--- src/rtl/acc_precond_pkg.sv ---
// Shared defaults and FSM state encoding for the accelerometer
// preconditioner feeding the madgwick normaliser.
package acc_precond_pkg;

  localparam int RAW_WIDTH_D  = 16;
  localparam int ACC_WIDTH_D  = 16;
  localparam int LOG2_AVG_D   = 2;
  localparam int GAIN_FRACT_D = 15;

  typedef enum logic [2:0] {
    ST_ACCUM,
    ST_ROUND,
    ST_SCALE,
    ST_HANDOFF,
    ST_RELEASE
  } state_e;

endpackage

--- src/rtl/acc_precond_if.sv ---
// Raw-sample input handshake and normaliser start/done handoff.
// master = preconditioner side, slave = source/normaliser side.
interface acc_precond_if
  import acc_precond_pkg::*;
#(
  parameter int RAW_WIDTH = RAW_WIDTH_D,
  parameter int ACC_WIDTH = ACC_WIDTH_D
);

  logic                   raw_valid;
  logic                   raw_ready;
  logic [3*RAW_WIDTH-1:0] raw_data;
  logic                   start;
  logic                   done;
  logic [3*ACC_WIDTH-1:0] data_out;
  logic                   zero_drop;

  modport master (
    input  raw_valid,
    input  raw_data,
    input  done,
    output raw_ready,
    output start,
    output data_out,
    output zero_drop
  );

  modport slave (
    output raw_valid,
    output raw_data,
    output done,
    input  raw_ready,
    input  start,
    input  data_out,
    input  zero_drop
  );

endinterface

--- src/rtl/acc_axis_scale.sv ---
// One axis: round-half-up average (registered), then signed gain
// multiply, fractional shift and saturation to ACC_WIDTH.
module acc_axis_scale #(
  parameter int ACCW       = 19,
  parameter int LOG2_AVG   = 2,
  parameter int GAIN_FRACT = 15,
  parameter int ACC_WIDTH  = 16
) (
  input  logic                        clk,
  input  logic                        rst_n,
  input  logic                        round_en_i,
  input  logic signed [ACCW-1:0]      acc_i,
  input  logic [15:0]                 gain_i,
  output logic signed [ACC_WIDTH-1:0] sat_o
);

  localparam int AVGW = ACCW + 1;
  localparam int PW   = AVGW + 17;

  localparam logic signed [AVGW-1:0] HALF =
    AVGW'(1) <<< (LOG2_AVG - 1);
  localparam logic signed [PW-1:0] MAXV =
    {{(PW-ACC_WIDTH+1){1'b0}}, {(ACC_WIDTH-1){1'b1}}};
  localparam logic signed [PW-1:0] MINV =
    {{(PW-ACC_WIDTH+1){1'b1}}, {(ACC_WIDTH-1){1'b0}}};

  logic signed [AVGW-1:0] rnd;
  logic signed [AVGW-1:0] avg_q;
  logic signed [PW-1:0]   a_x;
  logic signed [PW-1:0]   g_x;
  logic signed [PW-1:0]   prod;
  logic signed [PW-1:0]   sh;

  assign rnd = AVGW'(acc_i) + HALF;

  always_ff @(posedge clk or negedge rst_n) begin
    if (!rst_n) begin
      avg_q <= '0;
    end else if (round_en_i) begin
      avg_q <= rnd >>> LOG2_AVG;
    end
  end

  // gain is unsigned, so widen with a zero sign bit
  assign a_x  = PW'(avg_q);
  assign g_x  = PW'($signed({1'b0, gain_i}));
  assign prod = a_x * g_x;
  assign sh   = prod >>> GAIN_FRACT;

  always_comb begin
    sat_o = sh[ACC_WIDTH-1:0];
    if (sh > MAXV) begin
      sat_o = MAXV[ACC_WIDTH-1:0];
    end else if (sh < MINV) begin
      sat_o = MINV[ACC_WIDTH-1:0];
    end
  end

endmodule

--- src/rtl/acc_precond.sv ---
// Accelerometer preconditioner: bias removal, block averaging,
// gain scaling and saturation, then start/done handoff downstream.
module acc_precond
  import acc_precond_pkg::*;
#(
  parameter int RAW_WIDTH  = RAW_WIDTH_D,
  parameter int ACC_WIDTH  = ACC_WIDTH_D,
  parameter int LOG2_AVG   = LOG2_AVG_D,
  parameter int GAIN_FRACT = GAIN_FRACT_D
) (
  input  logic                   clk,
  input  logic                   rst_n,
  input  logic [3*RAW_WIDTH-1:0] bias,
  input  logic [15:0]            gain,
  acc_precond_if.master          bus
);

  localparam int ACCW = RAW_WIDTH + 1 + LOG2_AVG;
  localparam int DW   = RAW_WIDTH + 1;

  typedef logic signed [ACCW-1:0] acc_t;

  state_e                 state_q, state_d;
  logic                   run_q;
  logic [LOG2_AVG-1:0]    cnt_q, cnt_d;
  acc_t                   acc_q [3];
  acc_t                   acc_d [3];
  logic [3*RAW_WIDTH-1:0] bias_q, bias_d;
  logic [15:0]            gain_q, gain_d;
  logic [3*ACC_WIDTH-1:0] dout_q, dout_d;
  logic                   zero_q, zero_d;
  logic                   round_en;
  logic                   take;
  logic                   first;
  logic [3*RAW_WIDTH-1:0] bias_use;
  logic [3*DW-1:0]        diff_w;
  logic [3*ACC_WIDTH-1:0] sat_w;

  assign take     = bus.raw_valid && bus.raw_ready;
  assign first    = take && (cnt_q == '0);
  // first sample of a window must already see the live bias
  assign bias_use = first ? bias : bias_q;

  for (genvar a = 0; a < 3; a++) begin : g_ax
    logic signed [RAW_WIDTH-1:0] r;
    logic signed [RAW_WIDTH-1:0] b;
    assign r = bus.raw_data[a*RAW_WIDTH +: RAW_WIDTH];
    assign b = bias_use[a*RAW_WIDTH +: RAW_WIDTH];
    assign diff_w[a*DW +: DW] = DW'(r) - DW'(b);

    acc_axis_scale #(
      .ACCW       (ACCW),
      .LOG2_AVG   (LOG2_AVG),
      .GAIN_FRACT (GAIN_FRACT),
      .ACC_WIDTH  (ACC_WIDTH)
    ) u_scale (
      .clk        (clk),
      .rst_n      (rst_n),
      .round_en_i (round_en),
      .acc_i      (acc_q[a]),
      .gain_i     (gain_q),
      .sat_o      (sat_w[a*ACC_WIDTH +: ACC_WIDTH])
    );
  end

  always_comb begin
    state_d  = state_q;
    cnt_d    = cnt_q;
    bias_d   = bias_q;
    gain_d   = gain_q;
    dout_d   = dout_q;
    zero_d   = 1'b0;
    round_en = 1'b0;
    for (int a = 0; a < 3; a++) acc_d[a] = acc_q[a];

    unique case (state_q)
      ST_ACCUM: begin
        if (take) begin
          if (first) begin
            bias_d = bias;
            gain_d = gain;
          end
          for (int a = 0; a < 3; a++) begin
            acc_d[a] = acc_q[a] +
              ACCW'($signed(diff_w[a*DW +: DW]));
          end
          cnt_d = cnt_q + 1'b1;
          if (&cnt_q) state_d = ST_ROUND;
        end
      end
      ST_ROUND: begin
        round_en = 1'b1;
        state_d  = ST_SCALE;
      end
      ST_SCALE: begin
        if (sat_w == '0) begin
          zero_d  = 1'b1;
          for (int a = 0; a < 3; a++) acc_d[a] = '0;
          state_d = ST_ACCUM;
        end else begin
          dout_d  = sat_w;
          state_d = ST_HANDOFF;
        end
      end
      ST_HANDOFF: begin
        if (bus.done) state_d = ST_RELEASE;
      end
      ST_RELEASE: begin
        if (!bus.done) begin
          for (int a = 0; a < 3; a++) acc_d[a] = '0;
          state_d = ST_ACCUM;
        end
      end
      default: state_d = ST_ACCUM;
    endcase
  end

  always_ff @(posedge clk or negedge rst_n) begin
    if (!rst_n) begin
      state_q <= ST_ACCUM;
      run_q   <= 1'b0;
      cnt_q   <= '0;
      bias_q  <= '0;
      gain_q  <= '0;
      dout_q  <= '0;
      zero_q  <= 1'b0;
      for (int a = 0; a < 3; a++) acc_q[a] <= '0;
    end else begin
      state_q <= state_d;
      run_q   <= 1'b1;
      cnt_q   <= cnt_d;
      bias_q  <= bias_d;
      gain_q  <= gain_d;
      dout_q  <= dout_d;
      zero_q  <= zero_d;
      for (int a = 0; a < 3; a++) acc_q[a] <= acc_d[a];
    end
  end

  // run_q holds ready low through reset and until the first edge
  assign bus.raw_ready = run_q && (state_q == ST_ACCUM);
  assign bus.start     = (state_q == ST_HANDOFF);
  assign bus.data_out  = dout_q;
  assign bus.zero_drop = zero_q;

endmodule

--- src/flat_wrapper.sv ---
// flat-port wrapper written by rule: the top's interface ports become plain ports
module acc_precond_flat import acc_precond_pkg::*;
#(
  parameter int RAW_WIDTH  = RAW_WIDTH_D,
  parameter int ACC_WIDTH  = ACC_WIDTH_D,
  parameter int LOG2_AVG   = LOG2_AVG_D,
  parameter int GAIN_FRACT = GAIN_FRACT_D
)
  (clk, rst_n, bias, gain, bus_raw_valid, bus_raw_data, bus_done, bus_raw_ready, bus_start, bus_data_out, bus_zero_drop);
  acc_precond_if #(.RAW_WIDTH(RAW_WIDTH), .ACC_WIDTH(ACC_WIDTH)) bus_i ();
  input  logic clk;
  input  logic rst_n;
  input  logic [3*RAW_WIDTH-1:0] bias;
  input  logic [15:0] gain;
  input wire logic [$bits(bus_i.raw_valid)-1:0] bus_raw_valid;
  input wire logic [$bits(bus_i.raw_data)-1:0] bus_raw_data;
  input wire logic [$bits(bus_i.done)-1:0] bus_done;
  output wire logic [$bits(bus_i.raw_ready)-1:0] bus_raw_ready;
  output wire logic [$bits(bus_i.start)-1:0] bus_start;
  output wire logic [$bits(bus_i.data_out)-1:0] bus_data_out;
  output wire logic [$bits(bus_i.zero_drop)-1:0] bus_zero_drop;
  assign bus_i.raw_valid = bus_raw_valid;
  assign bus_i.raw_data = bus_raw_data;
  assign bus_i.done = bus_done;
  assign bus_raw_ready = bus_i.raw_ready;
  assign bus_start = bus_i.start;
  assign bus_data_out = bus_i.data_out;
  assign bus_zero_drop = bus_i.zero_drop;
  acc_precond #(.RAW_WIDTH(RAW_WIDTH), .ACC_WIDTH(ACC_WIDTH), .LOG2_AVG(LOG2_AVG), .GAIN_FRACT(GAIN_FRACT)) u_core (.clk(clk), .rst_n(rst_n), .bias(bias), .gain(gain), .bus(bus_i));
endmodule
--- config.mk ---
export PLATFORM = sky130hd
export DESIGN_NAME = acc_precond_flat
export DESIGN_NICKNAME = d
export VERILOG_FILES = /design/src/rtl/acc_precond_pkg.sv /design/src/rtl/acc_precond_if.sv /design/src/rtl/acc_axis_scale.sv /design/src/rtl/acc_precond.sv /design/src/flat_wrapper.sv
export SDC_FILE = /design/constraint.sdc
export NUM_CORES = 2
export LEC_CHECK = 0
export ABC_AREA = 1
export CAP_MARGIN = 40
export CORE_ASPECT_RATIO = 0.7
export CORE_MARGIN = 2
export CORE_UTILIZATION = 50
export CTS_BUF_LIST = sky130_fd_sc_hd__clkbuf_2
export CTS_CLUSTER_DIAMETER = 150
export DETAILED_ROUTE_END_ITERATION = 10
export GPL_TIMING_DRIVEN = 0
export PLACE_DENSITY = 0.77
export SLEW_MARGIN = 25
export SYNTH_ARGS = -nofsm -noshare
export SYNTH_HDL_FRONTEND = slang
export SYNTH_HIERARCHICAL = 1
export SYNTH_SLANG_ARGS = --single-unit
export TNS_END_PERCENT = 100
--- constraint.sdc ---
create_clock -name clk -period 14.5 [get_ports clk]
set_input_delay 1.45 -clock clk [delete_from_list [all_inputs] [get_ports clk]]
set_output_delay 1.45 -clock clk [all_outputs]
set_load 0.01 [all_outputs]
Yosys cells after proc, flatten, opt, wreduce, memory -nomap -nowiden --
Index checks and enable logic that the tools add are counted.
Operators by class: equal/unequal tests 9, reductions and logical operators 13, multiply operators 3, mux-type cells 20, order comparisons 6, add/sub/neg operators 10, bitwise logic cells 1
Operators by type and width (number):
- two-way mux 57 bit | 3
- one-hot mux 57 bit (3 select lines) | 1
- multiplier 18 x 17 -> 35 bit | 3
- two-way mux 16 bit | 6
- adder 19 x 3 -> 20 bit (second input constant) | 3
- greater-than comparator 20 x 16 -> 1 bit (second input constant) | 3
- < comparator 20 x 16 -> 1 bit (second input constant) | 3
- adder 19 x 17 -> 19 bit | 3
- subtractor 16 x 16 -> 17 bit | 3
- zero test 48 bit | 1
- two-way mux 48 bit | 1
- one-hot mux 3 bit (5 select lines) | 1
- two-way mux 3 bit | 4
- AND reduction 4 bit | 2
- == test 3 x 2 -> 1 bit (second input constant) | 2
- inequality test 2 x 1 -> 1 bit (second input constant) | 3
- AND reduction 2 bit | 3
- inequality test 2 bit (second input constant) | 2
- == test 3 x 1 -> 1 bit (second input constant) | 1
- == test 3 bit (second input constant) | 1
- logical AND 1 bit | 3
- zero test 3 bit | 1
- two-way mux 1 bit | 3
- AND reduction 3 bit | 1
- other kinds (5) | 5
Storage, ports and cells: bits in registers 230, bits of input ports 116, output and inout port bits 51, word-level logic and storage cells 75

Depth between registers and ports, before layout --
depth after elaboration 9, mapped depth 46, gate-level depth less buffers 41

Cells and area by module --
The synthesis kept the hierarchy.
By module, submodules not included:
- acc_axis_scale (u_core.g_ax[0].u_scale) | sequential area each 450.4 sq um, area an instance 13008.7 sq um, cells each 1751, instances 1
- acc_axis_scale (u_core.g_ax[2].u_scale) | sequential area each 450.4 sq um, area an instance 12882.4 sq um, cells each 1751, instances 1
- acc_axis_scale (u_core.g_ax[1].u_scale) | sequential area each 450.4 sq um, area an instance 12876.1 sq um, cells each 1742, instances 1
- acc_precond | sequential area each 4404.2 sq um, area an instance 12448.2 sq um, cells each 1586, instances 1

Worst setup path before layout --
Ideal clock, no wire load.
path kind reg2reg, start point register u_core/g_ax[0].u_scale/avg_q[17] (netlist name), end point register u_core.state_q[0], path buffers 4, data arrival time 7.226 ns, setup slack 7.156 ns, library setup time 0.118 ns, period minus slack after synthesis 7.344 ns, stages on the path, launching flop included 37, data required time 14.382 ns, cells stage by stage dfrtp_1 clkbuf_1 clkbuf_1 nand2_1 fa_1 inv_1 fa_1 fa_1 fa_1 fa_1 inv_1 fa_1 inv_1 ha_1 nand2_1 inv_1 a21oi_1 nand2_1 a21oi_1 nand2_1 nand2_1 nand2_2 nand3b_1 nand2_2 buf_12 nand2_2 nor2_1 nand2_1 nor2_1 nand2_1 nor2_1 nand2_1 nand2_1 clkbuf_1 nand2_1 nand2_1 nand2_1
On the way: longest elaborated chain between the ends 7, elaborated cells between the ends (all ways) 8, classes of those cells mul: 1; order compare: 2; mux: 4; reduce/logical: 1
RTL lines:
- multiplier 18 x 17 -> 35 bit (*) | RTL line acc_axis_scale.sv:47 | assign prod = a_x * g_x;
- < comparator 20 x 16 -> 1 bit | RTL line acc_axis_scale.sv:54 | end else if (sh < MINV) begin
- two-way mux 16 bit | RTL line acc_axis_scale.sv:54
- two-way mux 16 bit (*) | RTL line acc_axis_scale.sv:52 | if (sh > MAXV) begin
- via u_core.sat_w[11] | RTL line acc_precond.sv:37 | logic [3*ACC_WIDTH-1:0] sat_w;
- zero test 48 bit (*) | RTL line acc_precond.sv:96 | if (sat_w == '0) begin
- two-way mux 2 bit (*) | RTL line acc_precond.sv:96
- one-hot mux 3 bit (5 select lines) (*) | RTL line acc_precond.sv:76 | unique case (state_q)
- to (signal assigned) | RTL line acc_precond.sv:129 | state_q <= state_d;
- to (decl) | RTL line acc_precond.sv:23 | state_e state_q, state_d;
The timed path passes the listed nets; every way through them passes the cells marked *. A chain may end at the register's enable or synchronous reset.

Worst setup path in the final report --
start point register u_core/g_ax[0].u_scale/avg_q[17] (netlist name), end point register u_core.state_q[0]
On the way: longest elaborated chain between the ends 7, elaborated cells between the ends (all ways) 8, classes of those cells mul: 1; order compare: 2; mux: 4; reduce/logical: 1
RTL lines (RTL line):
- multiplier 18 x 17 -> 35 bit (*) | acc_axis_scale.sv:47
- < comparator 20 x 16 -> 1 bit | acc_axis_scale.sv:54
- two-way mux 16 bit | acc_axis_scale.sv:54
- two-way mux 16 bit (*) | acc_axis_scale.sv:52
- via u_core.sat_w[7] | acc_precond.sv:37
- zero test 48 bit (*) | acc_precond.sv:96
- two-way mux 2 bit (*) | acc_precond.sv:96
- one-hot mux 3 bit (5 select lines) (*) | acc_precond.sv:76
Marked as above.

==> results.toml <==
[placed_design]
dp.cells = 8350
port_buffers = 166
gp_congestion = 1.00
place.detailed.hpwl_um = 130000

[timing]
period_share_pct = 68.3
clock.fmax_mhz = 101
drv_slew = 0
finalSetupTns_ns = 0
finClkSkew_ns = 0.234
setup_viol = 0
timing.hold.ws_ns = 0.471
tightest_slew_ns = 0.902
rsz0062_at_grt = "false"
min_period_ns = 9.90
hold_viol = 0
timing.slew.headroom_pct = 39.8

[routing]
num_vias = 42200
first_pass_iters = 6
drc_errors = 0
first_iter_violations = 3353
avgRoutedWirePerCell_um = 17.9
via_per_inst = 4.98
ant_nets = 0
wl_um = 152000

[critical_path]
critPathKind = "flop to flop"
path_max_fanout = 10
cp.buffers_inverters = 8
required_ns = 15.51
critPathArrivalTime_ns = 10.91
crit_path_start_kind = "flop"
reg2reg_depth = 36
crit_top_cell = "nand2_1"
cpPeakStageDelay_ns = 1.01
critical_path.startpoint = "u_core/g_ax[0].u_scale/avg_q[17]"
cp_num_cells = 36
crit_family = "adder cells"
cp-end-kind = "flop"
reg2reg_from = "u_core/g_ax[0].u_scale/avg_q[17]"
slowest_stage = "fa_1"

[logic_synthesis]
syn_area_per_cell_sq_um = 7.50
yosysTopAreaCell = "fa_1"
ys_ff_latch = 230
synth_fp_nets = 8199
yosysMostFrequentCell = "nand2_1"
syn_area_sq_mm = 0.0512
ys_warn_count = 6
synth_cell_types = 49
yosysSeqAreaShare_pct = 11.2
synth_edf_count = 0
ys_top_cells_by_area = "fa_1 36%, nand2_1 15%, inv_1 15%"
synth_flop_cell = "dfrtp_1"
synthArstFlopShare_pct = 100
synth_cells = 6830
yosysTopAreaCellShare_pct = 36.2
synth_common_cells = "2,044 x nand2_1, 1,984 x inv_1, 927 x fa_1"

[grt]
busiest_layer = "met1"
grt_util_met1_pct = 43.7
use_met3_pct = 10.2
grt_usage_pct = 29.8
grt_max_degree = 86
grt_overflow = 0
grt_util_met2_pct = 41.8
antenna_found_initial = 5
grt_pass1_wl_um = 242000
grt_pass1_vias = 42800

[floorplan]
start_util_pct = 50.3
die-area_sq_mm = 0.105
die_y_um = 272
num_rows = 98
die_w_um = 387
ios = 167
core_sq_mm = 0.102

[worst_hold_path]
worstHoldPathCells = 2
hold_path_class = "flop to flop"
hp-start = "u_core/bus.data_out[17]"

[cells_and_area]
fill_cells = 9831
syn_to_final_growth_pct = 7.98
fin_nets = 8440
final-instance-count-excl-fill = 8471
drive_gt1_share_pct = 4.20

[clock_network]
clockBufferDepth = 3
cts_buffers = 66
clk_pin_slew_worst_paths_ns = 0.09
post_cts_buffers = 0
ctsResizeCount = 0
postCtsHoldBufs = 1
cts_tree = "done"
htree_levels = 3
clk_root_buffer_cell = "clkbuf_2"
insertion_delay_ns = 1.35
cts_sinks = 230

[outcome]
status = "finished clean"

[run]
cap_viol_max_count = 0
==> through the flow <==
step	utilization [%]	area [sq um]	worst slack, ns
2_1_floorplan	-	51200	7.16
6_report	54.3	55300	4.60
4_1_cts	54.3	55300	4.63
3_3_place_gp	53.6	54600	1.51
3_5_place_dp	53.7	54700	4.73
5_1_grt	54.3	55300	4.00
==> cell type report <==
class	instances	area, sq um	area share [%]
buffer	256	1080	1.95
clock inverter	24	160	0.290
inverter	1995	7490	13.5
tap	1350	1690	3.05
sequential	230	5760	10.4
multi-input combinational	4349	36900	66.7
antenna	4	10.0	0.0181
clock buffer	90	450	0.814
timing repair buffer	173	1770	3.20
==> cell families (layout without fill, tap and decap cells) <==
family	Yosys count	after routing	share of synthesized area (%)
compound gates	223	223	2.44
xor+xnor	112	112	1.92
fa+ha+maj	1253	1253	44.2
buf+inv	2251	2538	16.7
flops	230	230	11.2
mux	108	108	2.37
other cells	1	5	0.00732
simple gates	2652	2652	21.1
==> routing by layer <==
metal / wire length (um) / up-vias
li1: - / 19900
met1: 69500 / 20200
met2: 59500 / 1889
met3: 19100 / 210
met4: 3750 / 6
met5: 104 / -
==> final timing paths <==
path	endpoint	slack (ns)
max	u_core/state_q[0]	4.60
min	u_core/bus.data_out[17]	0.47
max reg2reg	u_core/state_q[0]	4.60
min reg2reg	u_core/bus.data_out[17]	0.47
max in group asynchronous	u_core/g_ax[1].u_scale/avg_q[14]	12.39
min in group asynchronous	u_core/bus.data_out[7]	0.64
==> state kept, by name, summed over array words and instances, names as in the netlist <==
register                   count
u_core/run_q                   1
u_core/bus.zero_drop           1
u_core/g_ax.u_scale/avg_q     54
u_core/bus.data_out           48
u_core/acc_q                  57
u_core/gain_q                 16
u_core/cnt_q                   2
u_core/state_q                 3
u_core/bias_q                 48
==> placed cells by master, fill, tap and decap left out, types with 7 or more instances in the layout <==
cell type	netlist	final
a21oi_1	103	103
o21ai_0	68	68
nor3_1	31	29
clkdlybuf4s50_1	0	165
nand2_2	60	60
buf_4	8	10
nand4_1	17	17
xnor2_1	26	26
nor2_2	14	14
inv_1	1984	1984
nand2_1	2044	2044
o21ai_1	7	7
o21bai_1	12	12
a21oi_2	11	11
clkinv_2	0	7
clkbuf_1	232	232
xor2_1	86	86
inv_2	11	11
clkinv_1	0	9
nor3_2	9	11
fa_1	927	927
mux2_1	74	74
nand3_1	192	192
mux2_2	32	32
dfrtp_1	230	230
nor2_1	222	222
clkbuf_2	0	90
ha_1	326	326
nand3b_1	25	25
or2_2	8	8
==> worst reg2reg max path, delay by kind of cell (launching register included) <==
family	cells	cell delay [ns]
simple gates	21	2.93
fa+ha+maj	7	4.49
flops	1	0.33
buf+inv	8	1.94
Power is left out: the tool's default activity adds up to more than one toggle a clock period on the data nets, which glitch-free logic cannot reach.
